--- src/rtl/alu_pkg.sv ---
// ---------------------------------------------------------------------------
// alu_pkg
// Shared definitions for the UART ALU packet responder.
//
// Packet format: byte0 opcode, byte1 reserved, byte2/byte3 = total length
// (little-endian, header included), followed by length-4 payload bytes.
//
// Optional build macro: ALU_DIV_EN (enables OP_DIV handling in the engine).
// ---------------------------------------------------------------------------
package alu_pkg;

    localparam logic [7:0] OP_ECHO = 8'hEC;
    localparam logic [7:0] OP_ADD  = 8'hA8;
    localparam logic [7:0] OP_MUL  = 8'hAD;
    localparam logic [7:0] OP_DIV  = 8'hAF;

    localparam int HEADER_BYTES = 4;

    typedef enum logic [2:0] {
        HDR   = 3'd0,
        ECHO  = 3'd1,
        OPND  = 3'd2,
        RESP  = 3'd3,
        DRAIN = 3'd4,
        DIV   = 3'd5
    } state_e;

endpackage

--- src/rtl/alu_seq_divider.sv ---
// ---------------------------------------------------------------------------
// alu_seq_divider
// Unsigned restoring divider, one quotient bit per clock (W cycles).
// Present only when the ALU_DIV_EN macro is defined.
//
// Ports:
//   clk, rst_n   clock and asynchronous active-low reset
//   i_start      one-cycle pulse, latches dividend and divisor
//   i_dividend   W-bit dividend
//   i_divisor    W-bit divisor (zero yields an all-ones quotient)
//   o_done       one-cycle pulse when o_quotient is valid
//   o_quotient   W-bit quotient
// ---------------------------------------------------------------------------
`ifdef ALU_DIV_EN
module alu_seq_divider #(
    parameter int W = 32
) (
    input  logic         clk,
    input  logic         rst_n,
    input  logic         i_start,
    input  logic [W-1:0] i_dividend,
    input  logic [W-1:0] i_divisor,
    output logic         o_done,
    output logic [W-1:0] o_quotient
);

    localparam int CW = $clog2(W + 1);

    logic [W-1:0]  r_rem;
    logic [W-1:0]  r_quo;
    logic [W-1:0]  r_div;
    logic [CW-1:0] r_cnt;
    logic          r_done;

    logic [W:0]    w_rem_sh;
    logic [W:0]    w_diff;

    // Shift the next dividend bit into the partial remainder and trial-subtract.
    // A zero divisor always "fits", so the quotient saturates to all ones.
    assign w_rem_sh = {r_rem, r_quo[W-1]};
    assign w_diff   = w_rem_sh - {1'b0, r_div};

    always_ff @(posedge clk or negedge rst_n) begin
        if (!rst_n) begin
            r_rem  <= '0;
            r_quo  <= '0;
            r_div  <= '0;
            r_cnt  <= '0;
            r_done <= 1'b0;
        end else begin
            r_done <= 1'b0;
            if (i_start) begin
                r_rem <= '0;
                r_quo <= i_dividend;
                r_div <= i_divisor;
                r_cnt <= CW'(W);
            end else if (r_cnt != '0) begin
                if (!w_diff[W]) begin
                    r_rem <= w_diff[W-1:0];
                    r_quo <= {r_quo[W-2:0], 1'b1};
                end else begin
                    r_rem <= w_rem_sh[W-1:0];
                    r_quo <= {r_quo[W-2:0], 1'b0};
                end
                r_cnt  <= r_cnt - CW'(1);
                r_done <= (r_cnt == CW'(1));
            end
        end
    end

    assign o_done     = r_done;
    assign o_quotient = r_quo;

endmodule
`endif

--- src/rtl/alu_packet_responder.sv ---
// ---------------------------------------------------------------------------
// alu_packet_responder
// Responder end of the host byte protocol: decodes a 4-byte header, then
// echoes the payload or reduces 32-bit little-endian operands (add/mul) and
// streams the 4-byte result back LSB first.
//
// Ports:
//   clk, rst_n                      clock, asynchronous active-low reset
//   rx_tdata_i/tvalid_i/tready_o    byte stream from the UART receiver
//   tx_tdata_o/tvalid_o/tready_i    byte stream to the UART transmitter
//   busy_o                          engine mid-packet or tx byte pending
//   error_o                         one-cycle pulse on malformed/unknown packet
//
// Optional build macro: ALU_DIV_EN adds opcode 0xAF (op0 / op1, unsigned)
// through alu_seq_divider; without it 0xAF is an unknown opcode.
//
// Handshake: a byte moves when valid && ready are both high at a rising clk
// edge. tx_tvalid_o stays high with tx_tdata_o stable until tx_tready_i.
// ---------------------------------------------------------------------------
module alu_packet_responder
    import alu_pkg::*;
#(
    parameter int DATA_WIDTH_P    = 8,
    parameter int OPERAND_WIDTH_P = 32
) (
    input  logic                    clk,
    input  logic                    rst_n,
    input  logic [DATA_WIDTH_P-1:0] rx_tdata_i,
    input  logic                    rx_tvalid_i,
    output logic                    rx_tready_o,
    output logic [DATA_WIDTH_P-1:0] tx_tdata_o,
    output logic                    tx_tvalid_o,
    input  logic                    tx_tready_i,
    output logic                    busy_o,
    output logic                    error_o
);

    localparam int         OW      = OPERAND_WIDTH_P;
    localparam int         OB      = OPERAND_WIDTH_P / 8;
    localparam logic [15:0] HDR_LEN = 16'(HEADER_BYTES);

    state_e                  r_state;
    state_e                  w_state_next;
    logic                    r_live;      // low for the first cycle after reset release
    logic [15:0]             r_idx;       // bytes accepted in the current packet
    logic [15:0]             r_len;
    logic [7:0]              r_opcode;
    logic [OW-1:0]           r_acc;
    logic [OW-1:0]           r_shift;     // operand assembly, little-endian
    logic [7:0]              r_ob;        // byte within operand (OPND) / bytes sent (RESP)
    logic                    r_first;
    logic [DATA_WIDTH_P-1:0] r_tx_data;
    logic                    r_tx_valid;
    logic                    r_error;

    logic                    w_rx_ready;
    logic                    w_rx_fire;
    logic                    w_tx_fire;
    logic                    w_last;
    logic                    w_err;
    logic                    w_pkt_end;
    logic [15:0]             w_len;
    logic [16:0]             w_pay;
    logic                    w_len_ok;
    logic                    w_arith;
    logic                    w_opnd_ok;
    logic [OW-1:0]           w_op;
    logic [OW-1:0]           w_sum;
    logic [OW-1:0]           w_prod;

`ifdef ALU_DIV_EN
    logic                    w_div_start;
    logic                    w_div_done;
    logic [OW-1:0]           w_div_q;

    alu_seq_divider #(.W(OW)) u_div (
        .clk        (clk),
        .rst_n      (rst_n),
        .i_start    (w_div_start),
        .i_dividend (r_acc),
        .i_divisor  (w_op),
        .o_done     (w_div_done),
        .o_quotient (w_div_q)
    );
`endif

    assign w_rx_fire = rx_tvalid_i && w_rx_ready;
    assign w_tx_fire = r_tx_valid && tx_tready_i;
    assign w_last    = (r_idx == r_len - 16'd1);

    // Header decode happens on the byte3 handshake, so the length is formed
    // from the live MSB and the registered LSB.
    assign w_len    = {rx_tdata_i, r_len[7:0]};
    assign w_pay    = {1'b0, w_len} - 17'(HEADER_BYTES);
    assign w_len_ok = !w_pay[16];

`ifdef ALU_DIV_EN
    assign w_arith   = (r_opcode == OP_ADD) || (r_opcode == OP_MUL) || (r_opcode == OP_DIV);
    assign w_opnd_ok = w_len_ok && (w_pay[15:0] >= 16'(2 * OB)) &&
                       ((w_pay[15:0] % 16'(OB)) == 16'd0) &&
                       ((r_opcode != OP_DIV) || (w_pay[15:0] == 16'(2 * OB)));
`else
    assign w_arith   = (r_opcode == OP_ADD) || (r_opcode == OP_MUL);
    assign w_opnd_ok = w_len_ok && (w_pay[15:0] >= 16'(2 * OB)) &&
                       ((w_pay[15:0] % 16'(OB)) == 16'd0);
`endif

    assign w_op   = {rx_tdata_i, r_shift[OW-1:8]};
    assign w_sum  = r_acc + w_op;
    assign w_prod = r_acc * w_op;

    // Ready is kept separate from the next-state logic so rx_tready_o never
    // depends on rx_tvalid_i.
    always_comb begin
        w_rx_ready = 1'b0;
        case (r_state)
            HDR, OPND, DRAIN: w_rx_ready = r_live;
            ECHO:             w_rx_ready = r_live && (!r_tx_valid || tx_tready_i);
            default:          w_rx_ready = 1'b0;
        endcase
    end

    always_comb begin
        w_state_next = r_state;
        w_err        = 1'b0;
        w_pkt_end    = 1'b0;
`ifdef ALU_DIV_EN
        w_div_start  = 1'b0;
`endif
        case (r_state)
            HDR: begin
                if (w_rx_fire && (r_idx == 16'd3)) begin
                    if ((r_opcode == OP_ECHO) && w_len_ok) begin
                        if (w_len == HDR_LEN) w_pkt_end = 1'b1;
                        else                  w_state_next = ECHO;
                    end else if (w_arith && w_opnd_ok) begin
                        w_state_next = OPND;
                    end else begin
                        w_err = 1'b1;
                        if (w_len > HDR_LEN) w_state_next = DRAIN;
                        else                 w_pkt_end = 1'b1;
                    end
                end
            end
            ECHO, DRAIN: begin
                if (w_rx_fire && w_last) begin
                    w_pkt_end    = 1'b1;
                    w_state_next = HDR;
                end
            end
            OPND: begin
                if (w_rx_fire && w_last) begin
                    w_pkt_end    = 1'b1;
                    w_state_next = RESP;
`ifdef ALU_DIV_EN
                    if (r_opcode == OP_DIV) begin
                        w_state_next = DIV;
                        w_div_start  = 1'b1;
                    end
`endif
                end
            end
            RESP: begin
                if ((r_ob == 8'(OB)) && w_tx_fire) w_state_next = HDR;
            end
`ifdef ALU_DIV_EN
            DIV: begin
                if (w_div_done) w_state_next = RESP;
            end
`endif
            default: w_state_next = HDR;
        endcase
    end

    always_ff @(posedge clk or negedge rst_n) begin
        if (!rst_n) r_state <= HDR;
        else        r_state <= w_state_next;
    end

    always_ff @(posedge clk or negedge rst_n) begin
        if (!rst_n) begin
            r_live     <= 1'b0;
            r_idx      <= '0;
            r_len      <= '0;
            r_opcode   <= '0;
            r_acc      <= '0;
            r_shift    <= '0;
            r_ob       <= '0;
            r_first    <= 1'b0;
            r_tx_data  <= '0;
            r_tx_valid <= 1'b0;
            r_error    <= 1'b0;
        end else begin
            r_live  <= 1'b1;
            r_error <= w_err;
            if (w_tx_fire) r_tx_valid <= 1'b0;
            if (w_rx_fire) r_idx <= w_pkt_end ? 16'd0 : r_idx + 16'd1;

            case (r_state)
                HDR: begin
                    if (w_rx_fire) begin
                        case (r_idx)
                            16'd0: r_opcode <= rx_tdata_i;
                            16'd2: r_len[7:0] <= rx_tdata_i;
                            16'd3: begin
                                r_len   <= w_len;
                                r_first <= 1'b1;
                                r_ob    <= '0;
                            end
                            default: ;
                        endcase
                    end
                end
                ECHO: begin
                    if (w_rx_fire) begin
                        r_tx_data  <= rx_tdata_i;
                        r_tx_valid <= 1'b1;
                    end
                end
                OPND: begin
                    if (w_rx_fire) begin
                        r_shift <= w_op;
                        if (r_ob == 8'(OB - 1)) begin
                            r_ob    <= '0;
                            r_first <= 1'b0;
                            // A divide leaves the accumulator as the dividend;
                            // the divider captures both operands at start.
                            if (r_first)                  r_acc <= w_op;
                            else if (r_opcode == OP_ADD)  r_acc <= w_sum;
                            else if (r_opcode == OP_MUL)  r_acc <= w_prod;
                        end else begin
                            r_ob <= r_ob + 8'd1;
                        end
                    end
                end
                RESP: begin
                    // The slot may still hold the last echo byte of an earlier
                    // packet, so load only when the output register frees up.
                    if ((r_ob == 8'(OB)) && w_tx_fire) begin
                        r_ob <= '0;
                    end else if ((r_ob != 8'(OB)) && (!r_tx_valid || w_tx_fire)) begin
                        r_tx_data  <= r_acc[7:0];
                        r_tx_valid <= 1'b1;
                        r_acc      <= r_acc >> 8;
                        r_ob       <= r_ob + 8'd1;
                    end
                end
`ifdef ALU_DIV_EN
                DIV: begin
                    if (w_div_done) r_acc <= w_div_q;
                end
`endif
                default: ;
            endcase
        end
    end

    assign rx_tready_o = w_rx_ready;
    assign tx_tdata_o  = r_tx_data;
    assign tx_tvalid_o = r_tx_valid;
    assign busy_o      = (r_state != HDR) || r_tx_valid;
    assign error_o     = r_error;

endmodule
--- config.mk ---
export PLATFORM = sky130hd
export DESIGN_NAME = alu_packet_responder
export DESIGN_NICKNAME = d
export VERILOG_FILES = /design/src/rtl/alu_pkg.sv /design/src/rtl/alu_seq_divider.sv /design/src/rtl/alu_packet_responder.sv
export SDC_FILE = /design/constraint.sdc
export NUM_CORES = 2
export LEC_CHECK = 0
export BUFFER_PORTS_ARGS = -buffer_cell sky130_fd_sc_hd__clkbuf_2
export CORE_ASPECT_RATIO = 0.8
export CORE_UTILIZATION = 35
export CTS_CLUSTER_DIAMETER = 200
export DETAILED_ROUTE_END_ITERATION = 10
export PLACE_DENSITY = 0.5
export SYNTH_ARGS = -nofsm -noshare
export SYNTH_HDL_FRONTEND = slang
export SYNTH_HIERARCHICAL = 1
export SYNTH_SLANG_ARGS = --single-unit
--- constraint.sdc ---
create_clock -name clk -period 15.7 [get_ports clk]
set_input_delay 3.14 -clock clk [delete_from_list [all_inputs] [get_ports clk]]
set_output_delay 3.14 -clock clk [all_outputs]
set_load 0.02 [all_outputs]
==> key figures <==
Run status
  – Status: complete, no violations

Timing
  – Final period utilization: 56.3%
  – Worst-Margin Slew: 1.18 ns
  – Max Clock Freq: 113 MHz
  – Final Max Tran Viols: 0
  – Count of final hold-check violations: 0
  – Setup TNS: 0 ns
  – Rel. slew slack: 21.0%
  – Hold Slack: 0.508 ns
  – # setup viols final: 0
  – Fin crit period: 8.83 ns
  – RSZ-0062 raised after global routing: no
  – Clock Skews: 0.0141 ns

Routing
  – Routed Antenna Nets: 0
  – Drt total wl: 77,900 um
  – # DRC: 0
  – Vias/cell: 5.26
  – Via count: 18,771
  – DRT iter0 DRCs: 1,499
  – DR pass1 iterations: 6
  – Wire per inst: 21.9 um

Clock network
  – Cts repair resizes: 0
  – Clock Tree Buf Depth: 2
  – Num CTS Buffers: 17
  – Clk slew on worst S/H paths: 0.06 ns
  – Clock Latency Late Sink: 0.44 ns
  – Hold Buf Count CTS: 0
  – CTS tree: built
  – CTS Sinks: 119
  – Post-CTS Repair Setup Buffers: 0
  – Root Driver: clkbuf_16
  – CTS HTree Levels: 4

Die
  – Total core area: 67,300 um2
  – Initial core utilization: 35.4%
  – Die span in y: 235 um
  – Die ar.: 69,100 um2
  – Rows: 85
  – Chip Width: 294 um
  – Io pins: 24

Pwr
  – Power, Total: 1610 uW
  – Leak: 0.0124 uW
  – VDD IR-drop max: 0.0615 mV
  – PwrDens: 63.2 nW/um2

GRT
  – Vias in the first global route: 19,520
  – GR peak layer: met1
  – Global-route wire length before repair: 122,000 um
  – GRT met3 Usage: 3.42%
  – GRT Util Overall: 23.4%
  – Final global-route overflow total: 0
  – Initial antenna violation count: 4
  – M1 GR Usage: 35.4%
  – M2 GR Usage: 35.3%
  – Largest net degree at the start of global routing: 64

Worst setup path
  – Critical path arrival: 9.14 ns
  – Crit Path Max Fanout: 16
  – Worst EP required: 16.01 ns
  – Setup CP Type: in2reg
  – CP startpoint kind: input port
  – CP endpoint kind: flip-flop

Logic synthesis
  – Register area share after synthesis: 12.5%
  – Synth top area cells: fa_1 (34%), dfrtp_1 (13%), ha_1 (8.6%)
  – Area share of the largest cell type after synthesis: 34.4%
  – Post-synth EDFFs: 0
  – Fraction of synthesis flops using an asynchronous set or reset pin: 100%
  – Yosys Warn Count: 6
  – Distinct cells, synth: 83
  – Post-Syn Nets: 3,275
  – Post-synth top area cell: fa_1
  – Cell count after synthesis: 2,690
  – Syn Std Cell Area: 23,800 um2
  – Synth Area per Inst: 8.86 um2
  – #FFs+latches synth: 119
  – Most used DFF post-synth: dfrtp_1

Final layout
  – Multi-input logic area: 18,800 um2
  – Nets: 3,226
  – Synth-to-Final Area Change: 7.16%
  – Post-route insts no fill: 3,566
  – N_diodes: 0
  – Storage cell area: 2980 um2
  – Most frequent cells in the layout: fa_1 (409), inv_1 (405), nand2_1 (347)
  – # fillers: 6,895
  – Most common cell after layout, fill and taps aside: fa_1
  – Share of layout cells above drive strength 1: 6.63%

Placement
  – Detailed Place HPWL: 58,100 um
  – Final GP Congestion: 0.931
  – # port buffers: 23
  – Cells after DPL: 3,535

Min path
  – Hold Path Class: reg2reg

Run
  – Number of max-cap violations: 0
[layer usage]
metal	wire, um	part of all wire (%)
met5	0	0
met3	5060	6.5
met2	34000	44
met1	37600	48
met4	1300	1.7
[cells by family after synthesis]
| group | synth area share (%) |
|---|---|
| xor gates and xnor gates | 5.33 |
| muxes | 2.38 |
| adders and majority gates | 43.0 |
| DFF | 12.5 |
| and+or+nand+nor | 19.2 |
| AOI/OAI and AO/OA | 8.83 |
| other | 0.0157 |
| buffers and inverters | 8.74 |
[metrics by stage]
step / setup slack [ns] / instance area [um2] / utilization [%]
floorplan: 7.01 / 23800 / -
global route: 6.68 / 25500 / 37.9
CTS: 6.90 / 25500 / 37.9
detailed placement: 6.44 / 25000 / 37.1
global placement: 6.51 / 25000 / 37.1
finish: 6.87 / 25500 / 37.9
[final timing paths]
| path | startpoint | end | slack [ns] | cells past startpoint |
|---|---|---|---|---|
| setup reg to reg | r_shift[15] | r_acc[31] | 7.67 | 24 |
| hold reg to reg | r_opcode[7] | r_opcode[7] | 0.51 | 1 |
| hold / removal | r_opcode[7] | r_opcode[7] | 0.51 | 1 |
| max in group asynchronous | rst_n | r_shift[17] | 11.48 | 2 |
| min in group asynchronous | rst_n | r_idx[15] | 2.84 | 1 |
| setup / recovery | rx_tdata_i[0] | r_acc[31] | 6.87 | 22 |
[registers in the layout, indices dropped and copies added (netlist names)]
register and flops:
r_opcode 8, r_ob 8, r_acc 32, error_o 1, r_first 1, tx_tvalid_o 1
r_state 3, tx_tdata_o 8, r_shift 24, r_len 16, r_idx 16, r_live 1
[synthesized netlist by cell type, types with 10 or more instances]
| cell type | n |
|---|---|
| fa_1 | 409 |
| inv_1 | 405 |
| nand2_1 | 347 |
| and2_1 | 305 |
| ha_1 | 164 |
| clkbuf_1 | 139 |
| nor2_1 | 122 |
| dfrtp_1 | 119 |
| a21oi_1 | 97 |
| xnor2_1 | 92 |
| xor2_1 | 53 |
| o21ai_0 | 51 |
| mux2_2 | 43 |
| o21ai_1 | 34 |
| nor3_1 | 30 |
| a31oi_1 | 28 |
| nand3_1 | 21 |
| a211oi_1 | 19 |
| nand4_1 | 17 |
| a21o_1 | 16 |
| and3_1 | 13 |
| nand2b_1 | 11 |
| o21bai_1 | 10 |
[power breakdown]
group	internal, uW	switching, uW	leakage [uW]
Combinational	269	446	0.0105
Sequential	371	145	0.00160
Clock	227	157	0.000261
Total	867	748	0.0124
[area by class of cell]
class,instances,share of cell area [%]
flip-flops and latches,119,11.7
multi-input cells,2019,73.6
clock inverters,12,0.466
clock buffers,19,1.77
inverters,406,5.97
well taps,913,4.47
repair buffers,78,2.08
[worst max-delay path: stages]
cell,delay (ns)
clkbuf_2,0.32
and2_1,0.31
fa_1,0.50
inv_1,0.05
fa_1,0.51
inv_1,0.06
fa_1,0.51
fa_1,0.50
inv_1,0.05
fa_1,0.45
fa_1,0.52
fa_1,0.45
fa_1,0.39
xnor2_1,0.19
xnor2_1,0.15
xnor2_1,0.15
xnor2_1,0.15
xnor2_1,0.16
xnor2_1,0.16
xnor2_1,0.16
xnor2_1,0.15
a22oi_1,0.09
Power figures use the tool's default switching activity.
